File: config.mk
export PLATFORM = sky130hd
export DESIGN_NAME = foo_credit_fifo
export DESIGN_NICKNAME = d
export VERILOG_FILES = /design/src/rtl/foo_pkg.sv /design/src/rtl/foo_credit_counter.sv /design/src/rtl/foo_credit_fifo.sv
export SDC_FILE = /design/constraint.sdc
export NUM_CORES = 1
export LEC_CHECK = 0
export CAP_MARGIN = 20
export CORE_MARGIN = 10
export CORE_UTILIZATION = 50
export DETAILED_ROUTE_END_ITERATION = 16
export PLACE_DENSITY = 0.79
export SLEW_MARGIN = 30
export SYNTH_ARGS = -nofsm -noshare
export SYNTH_HDL_FRONTEND = slang
export SYNTH_HIERARCHICAL = 1
export SYNTH_SLANG_ARGS = --single-unit
File: constraint.sdc
create_clock -name clk -period 5 [get_ports clk]
set_clock_uncertainty 0.1 [all_clocks]
set_input_delay 1 -clock clk [delete_from_list [all_inputs] [get_ports clk]]
set_output_delay 1 -clock clk [all_outputs]
set_load 0.01 [all_outputs]
File: src/rtl/foo_pkg.sv
// foo_pkg: shared widths and latency of the foo datapath.
// Consumed by the foo credit FIFO and its credit counter.
package foo_pkg;

  localparam int FOO_WIDTH   = 32;
  localparam int FOO_LATENCY = 3;
  localparam int FOO_DEPTH   = FOO_LATENCY + 1;

  typedef logic [FOO_WIDTH-1:0] foo_data_t;

endpackage

File: src/rtl/foo_credit_counter.sv
// foo_credit_counter: upstream credit pool for foo_credit_fifo.
// Ports: clk, rst, issue/pop in, issue_ready out.
module foo_credit_counter
  import foo_pkg::*;
#(
  parameter int DEPTH = FOO_DEPTH
) (
  input  logic clk,
  input  logic rst,
  input  logic issue,
  input  logic pop,
  output logic issue_ready
);

  localparam int CW = $clog2(DEPTH + 1);
  localparam logic [CW-1:0] MAX = CW'(DEPTH);

  logic [CW-1:0] credits;

  always_ff @(posedge clk) begin
    if (rst) begin
      credits <= MAX;
    end else if (issue && !pop) begin
      credits <= credits - CW'(1);
    end else if (pop && !issue) begin
      credits <= credits + CW'(1);
    end
  end

  // Gated by rst so nothing launches while foo is flushing.
  assign issue_ready = (credits != '0) && !rst;

  always_ff @(posedge clk) begin
    if (!rst) begin
      assert (!(issue && !pop && credits == '0));
      assert (!(pop && !issue && credits == MAX));
    end
  end

endmodule

File: src/rtl/foo_credit_fifo.sv
// foo_credit_fifo: credit-gated output FIFO behind the foo pipeline.
// Ports: issue_valid/issue_ready, pipe_valid/pipe_data, out_*, count, overflow.
module foo_credit_fifo
  import foo_pkg::*;
#(
  parameter int WIDTH = FOO_WIDTH,
  parameter int DEPTH = FOO_DEPTH
) (
  input  logic                         clk,
  input  logic                         rst,
  input  logic                         issue_valid,
  output logic                         issue_ready,
  input  logic                         pipe_valid,
  input  logic [WIDTH-1:0]             pipe_data,
  output logic                         out_valid,
  output logic [WIDTH-1:0]             out_data,
  input  logic                         out_ready,
  output logic [$clog2(DEPTH+1)-1:0]   count,
  output logic                         overflow
);

  localparam int AW = $clog2(DEPTH);
  localparam int CW = $clog2(DEPTH + 1);
  localparam logic [CW-1:0] FULL = CW'(DEPTH);

  logic [WIDTH-1:0] mem [DEPTH];
  logic [AW-1:0]    wr_ptr;
  logic [AW-1:0]    rd_ptr;
  logic [CW-1:0]    count_next;
  logic             issue;
  logic             pop;
  logic             full;
  logic             push_eff;

  assign issue    = issue_valid && issue_ready;
  assign pop      = out_valid && out_ready;
  assign full     = (count == FULL);
  // A push into a full FIFO only lands if the head leaves this cycle.
  assign push_eff = pipe_valid && (!full || pop);

  assign out_valid = (count != '0);
  assign out_data  = mem[rd_ptr];

  always_comb begin
    count_next = count;
    if (push_eff && !pop) begin
      count_next = count + CW'(1);
    end else if (pop && !push_eff) begin
      count_next = count - CW'(1);
    end
  end

  always_ff @(posedge clk) begin
    if (rst) begin
      wr_ptr   <= '0;
      rd_ptr   <= '0;
      count    <= '0;
      overflow <= 1'b0;
    end else begin
      if (push_eff) begin
        wr_ptr <= wr_ptr + AW'(1);
      end
      if (pop) begin
        rd_ptr <= rd_ptr + AW'(1);
      end
      count <= count_next;
      if (pipe_valid && full && !pop) begin
        overflow <= 1'b1;
      end
    end
  end

  always_ff @(posedge clk) begin
    if (!rst && push_eff) begin
      mem[wr_ptr] <= pipe_data;
    end
  end

  foo_credit_counter #(
    .DEPTH(DEPTH)
  ) u_credit (
    .clk        (clk),
    .rst        (rst),
    .issue      (issue),
    .pop        (pop),
    .issue_ready(issue_ready)
  );

endmodule

==> results of run 1 <==
==> sequential cells by signal, indices dropped and copies added, names as in the netlist, named ones only <==
| name | count |
|---|---|
| wr_ptr | 2 |
| count | 3 |
| mem | 128 |
| overflow | 1 |
| rd_ptr | 2 |
| u_credit/credits | 3 |
==> routing by layer <==
metal | track usage | vias to the layer above
li1 | - | 1163
met1 | 0.1464 | 1329
met2 | 0.2403 | 69
met3 | 0.04695 | 11
met4 | 0.04566 | 0
met5 | 0 | -
==> how the worst max path moves through the flow <==
stage                         to      start
detailed placement   issue_ready        rst
global placement     issue_ready        rst
floorplan              mem[1][0]  out_ready
CTS                 out_data[24]  flip-flop
global route        out_data[24]  flip-flop
finish              out_data[24]  flip-flop
==> where the power goes <==
group,internal [µW],total [µW],switching [µW]
registers,1370,1460,85.8
logic,458,767,309
clock network,810,1270,457
==> stage by stage <==
| stage | util | cells | setup WS, ns | power, µW | instance area (µm²) |
|---|---|---|---|---|---|
| 5_1_grt | 0.6651 | 483 | 1.033 | 3646 | 6867 |
| 4_1_cts | 0.6651 | 483 | 1.157 | 3533 | 6867 |
| 2_1_floorplan | - | 240 | 0.8211 | 1906 | 5300 |
| 3_3_place_gp | 0.6062 | 451 | 1.338 | 2247 | 6259 |
| 6_report | 0.6651 | 483 | 1.249 | 3490 | 6867 |
| 3_5_place_dp | 0.6062 | 451 | 1.265 | 2266 | 6259 |
==> cell usage in the layout, fill, tap and decap left out, drive strengths merged <==
cell           netlist  layout
a21oi                3       3
edfxtp             128     128
inv                  9      11
nor4b                1       1
clkinv               0       6
xor2                 6       6
or3b                 1       1
clkinvlp             0       2
bufinv               0       4
dfxtp               13      13
o21ai                2       2
nand2b               3       3
clkdlybuf4s50        0      74
nor3b                4       4
nor3                 2       2
mux2i                2       2
and2                 1       1
o311ai               1       1
or3                  2       2
buf                  7       9
nor2                12      12
o31ai                1       1
clkbuf               1      18
fa                   2       2
mux2                 1       1
mux4                32      32
ha                   6       6
==> cell type report <==
class | instances | area (µm²)
flip-flops and latches | 141 | 4106
fillers | 682 | 3457
multi-input cells | 82 | 1140
repair buffers | 83 | 808.3
clock buffers | 18 | 417.9
clock inverters | 14 | 190.2
well taps | 136 | 170.2
inverters | 9 | 33.78
==> worst max-delay path: stages (launching register included) <==
cell and delay (ns):
dfxtp_2 0.59, buf_4 0.46, mux4_2 0.58, clkdlybuf4s50_1 0.50
==> kinds of logic (layout without fill, tap and decap cells) <==
logic type,after synthesis,count (layout),share of synthesized area
AO/OA/AOI/OAI,7,7,0.007789
XOR/XNOR,6,6,0.009915
adder cells (fa/ha/maj),8,8,0.02172
buffers and inverters,17,124,0.01440
flip-flops,141,141,0.7743
multiplexers,35,35,0.1426
AND/OR/NAND/NOR,26,26,0.02927
==> run metrics, run 1 <==
Yosys top cell area share=0.7252; count leader, synth=edfxtp_1; Post-Synthesis Cells=240; Final Critical Period=3.751 ns; number of synthesized flops with an enable pin=128; row count=37; CTS tree=done; R2R Path Start=count[0]; first-pass GRT wire length=15210 µm; Worst setup SP type=flip-flop; top cells by count, synth=edfxtp_1, mux4_2, dfxtp_1; dominant synthesized flop cell=edfxtp_1; crit share post-route=0.7502; endpoints failing setup=0; Via Count=2572; Placer Congestion=0.6963; length of routed met2 wiring=5184 µm; Syn Area/Cell=22.08 µm²; worst-path fanout max=21; # diodes=0; Syn Nets=285; Max IR drop VDD=231.1 µV; top cells by area, synth=edfxtp_1, mux4_2, dfxtp_1; worst rel slew slack=0.4498; Initial Utilization=0.5134; Slew Limit Fails=0; Hold Path Class=flip-flop to flip-flop; vias in the first global route=2863; largest net degree at the start of global routing=33; DR iter-0 viols=132; Ys Warns=6; Worst Path Required=3.90 ns; FFs w/ async S/R, synth=0; clock latency on the worst-skew pair=0.51 ns; #FFs+latches synth=141; RSZ-0062 raised after global routing=false; final total negative setup slack=0 ns; Netlist cell types=29; mapped cell area=5300 µm²; share of post-route cells with drive strength above 1=0.2392; Worst R2R Setup Slack=2.51 ns; DRT Pass-1 Iters=4; MaxCap Viol Count=0; WL met3=649 µm; register area share after synthesis=0.7743; detailed-placement wirelength estimate=5934 µm; R2R cell count=9; Syn-to-layout area delta=29.56%; drt total wl=9644 µm; H-Tree Depth=4; Die W=123.0 µm; core box area=10320 µm²; Leakage=0.002266 µW; Fmax=266.6 MHz; cell taking the most area after synthesis=edfxtp_1; Fin. Hold Viols=0; gr usage total=0.1347; status=finished clean; crit path DAT=2.65 ns; Top Ports=75; capturing point of the worst reg2reg path=u_credit/credits[2]; DRC viols=0; CP endpoint kind=output port; # nets final=379; Vert. Die Dim=123.0 µm; Root Driver=clkbuf_8; Worst Tran Pin Value=0.8253 ns; count of input and output buffers=74; initial antenna violation count=0; post-CTS setup buffer count=0; CTS resizes=0; full die area=15120 µm²; routed len/inst=19.97 µm; final global-route overflow total=0; vias per inst=5.325; wl on met1=3713 µm; max layer used=met4; hold path start=overflow; maximum clock path buffer count=2; Hold Path Sink=overflow; TritonCTS Buffers=17; hold-fix buffers at CTS=0; pwr dens=508.3 nW/µm²; CTS Sinks=141; Crit Path Category=flip-flop to output port; hold path depth=2; worst hold slack=0.3851 ns; clock transition at the registers of the reported paths=0.06 ns; antenna-violating nets left=0
Note: power is estimated with default switching activity, not from simulation.
==> run 2: changes to the inputs <==
Clock period 5 ns to 3.55 ns, I/O delays scaled along.
==> run 2 against run 1 <==
- cell area grew 0.66%
- count of clock-buffer cells in the layout is the same
- non-clock buffer count grew 2
- utilization grew 0.44 points
- critical path depth is the same
- register-to-register slack lost 1.4 ns
- first-iteration DRC count shrank 5.3%
==> run metrics, run 2 (synthesized netlist as in run 1, its figures left out) <==
most common cell after layout, fill and taps aside=edfxtp_1 (unchanged); worst-path fanout max=23 (was 21); met1 usage=0.1582 (was 0.1464); Leakage=0.002283 µW (was 0.002266 µW); Syn-to-layout area delta=30.41% (was 29.56%); CP endpoint kind=output port (unchanged); most frequent cells in the layout=edfxtp_1, clkdlybuf4s50_1, mux4_2, clkbuf_16, nor2_1 (unchanged); crit share post-route=0.9042; biggest regs=mem (128), count (3), u_credit/credits (3) (unchanged); core box area=10320 µm² (unchanged); post-CTS setup buffer count=0 (unchanged); Crit Path Category=flip-flop to output port (unchanged); initial antenna violation count=0 (unchanged); Via Count=2545 (was 2572); Hold Path Sink=overflow (unchanged); TritonCTS Buffers=17 (unchanged); Worst setup SP type=flip-flop (unchanged); vias in the first global route=2791 (was 2863); pwr dens=719.5 nW/µm² (was 508.3 nW/µm²); DRC viols=0 (unchanged); Die W=123.0 µm (unchanged); CTS Sinks=141 (unchanged); largest net degree at the start of global routing=24 (was 33); met2 Usage GRT=0.2135 (was 0.2403); routed len/inst=19.24 µm (was 19.97 µm); CTS tree=done (unchanged); max reg flops=128 (unchanged); row count=37 (unchanged); Util after Layout=0.6695 (was 0.6651); first-pass GRT wire length=14780 µm (was 15210 µm); endpoints failing setup=0 (unchanged); clock latency on the worst-skew pair=0.50 ns (was 0.51 ns); crit path DAT=2.40 ns (was 2.65 ns); met3 Use GR=0.04512 (was 0.04695); Hold Path Class=flip-flop to flip-flop (unchanged); Worst Tran Pin Value=0.6101 ns (was 0.8253 ns); Slew Limit Fails=0 (unchanged); Fillers=688 (was 682); Fin. Hold Viols=0 (unchanged); worst hold slack=0.3917 ns (was 0.3851 ns); # diodes=0 (unchanged); antenna-violating nets left=0 (unchanged); R2R cell count=9 (unchanged); vias per inst=5.247 (was 5.325); share of post-route cells with drive strength above 1=0.2436 (was 0.2392); Max IR drop VDD=394.4 µV (was 231.1 µV); clock transition at the registers of the reported paths=0.06 ns (about the same); hold path depth=2 (unchanged); worst rel slew slack=0.5933 (was 0.4498); final global-route overflow total=0 (unchanged); Final Critical Period=3.210 ns; CTS resizes=0 (unchanged); Vert. Die Dim=123.0 µm (unchanged); MaxCap Viol Count=0 (unchanged); RSZ-0062 raised after global routing=false (unchanged); Fmax=311.5 MHz; count of input and output buffers=74 (unchanged); Worst Path Required=2.74 ns (was 3.90 ns); Root Driver=clkbuf_8 (unchanged); drt total wl=9333 µm (was 9644 µm); R2R Path Start=count[0] (unchanged); status=finished clean (unchanged); Placer Congestion=0.7286 (was 0.6963); DR iter-0 viols=125 (was 132); Worst R2R Setup Slack=1.07 ns (was 2.51 ns); full die area=15120 µm² (unchanged); Top Ports=75 (unchanged); # nets final=381 (was 379); most used routing layer=met2 (unchanged); detailed-placement wirelength estimate=5875 µm (was 5934 µm); DRT Pass-1 Iters=4 (unchanged); post-route cell area=6912 µm² (was 6867 µm²); hold-fix buffers at CTS=0 (unchanged); hold path start=overflow (unchanged); Initial Utilization=0.5134 (unchanged); H-Tree Depth=4 (unchanged); final total negative setup slack=0 ns (unchanged); DP Area=6286 µm² (was 6259 µm²); gr usage total=0.1298 (was 0.1347); capturing point of the worst reg2reg path=u_credit/credits[2] (unchanged); Largest Register=mem (unchanged); maximum clock path buffer count=2 (unchanged)
## run 2: cell count changes in the layout (fill, tap and decap cells not counted), sizes merged
cell,before,now
buf,9,11
clkinv,6,3
inv,11,14
## run 2: worst max-delay path by stage
| stage | startpoint | end | slack [ns] | depth (start not counted) |
|---|---|---|---|---|
| finish | flip-flop | out_data[26] | 0.34 | 3 |
| global route | flip-flop | out_data[18] | 0.18 | 3 |
| detailed placement | out_ready | count[2] | 0.55 | 10 |
| floorplan | out_ready | mem[1][0] | -0.34 | 3 |
| CTS | flip-flop | out_data[26] | 0.26 | 3 |
| global placement | out_ready | count[2] | 0.63 | 10 |
## run 2: area by class of cell
type	instances	area [µm²]	area share
multi-input cells	82	1140	0.1649
clock inverters	14	207.7	0.03005
clock buffers	18	417.9	0.06046
inverters	9	33.78	0.004888
repair buffers	85	835.8	0.1209
well taps	136	170.2	0.02462
flip-flops and latches	141	4106	0.5941
## run 2: per-stage QoR
step                      instances  setup slack [ns]  power (µW)
after global routing            485            0.1792        5191
final                           485            0.3399        4973
after CTS                       485            0.2638        5040
after global placement          453            0.6295        3186
after floorplan                 240           -0.3389        2684
after detailed placement        453            0.5526        3205
## run 2: power breakdown
group          internal [µW]  switching (µW)  total (µW)
clock                   1160             668        1830
sequential              1930             111        2040
combinational            660             447        1110
total                   3750            1230        4970
## run 2: worst max-delay path: stages (launching register included)
cell             delay [ns]
dfxtp_2                0.56
buf_12                 0.27
mux4_2                 0.55
clkdlybuf4s50_1        0.50
## run 2: per-layer routing
metal  routed length [µm]  up-vias
met4                   49        0
met1                 3814     1289
met3                  664        5
met5                    0        -
met2                 4805       73
li1                     -     1178
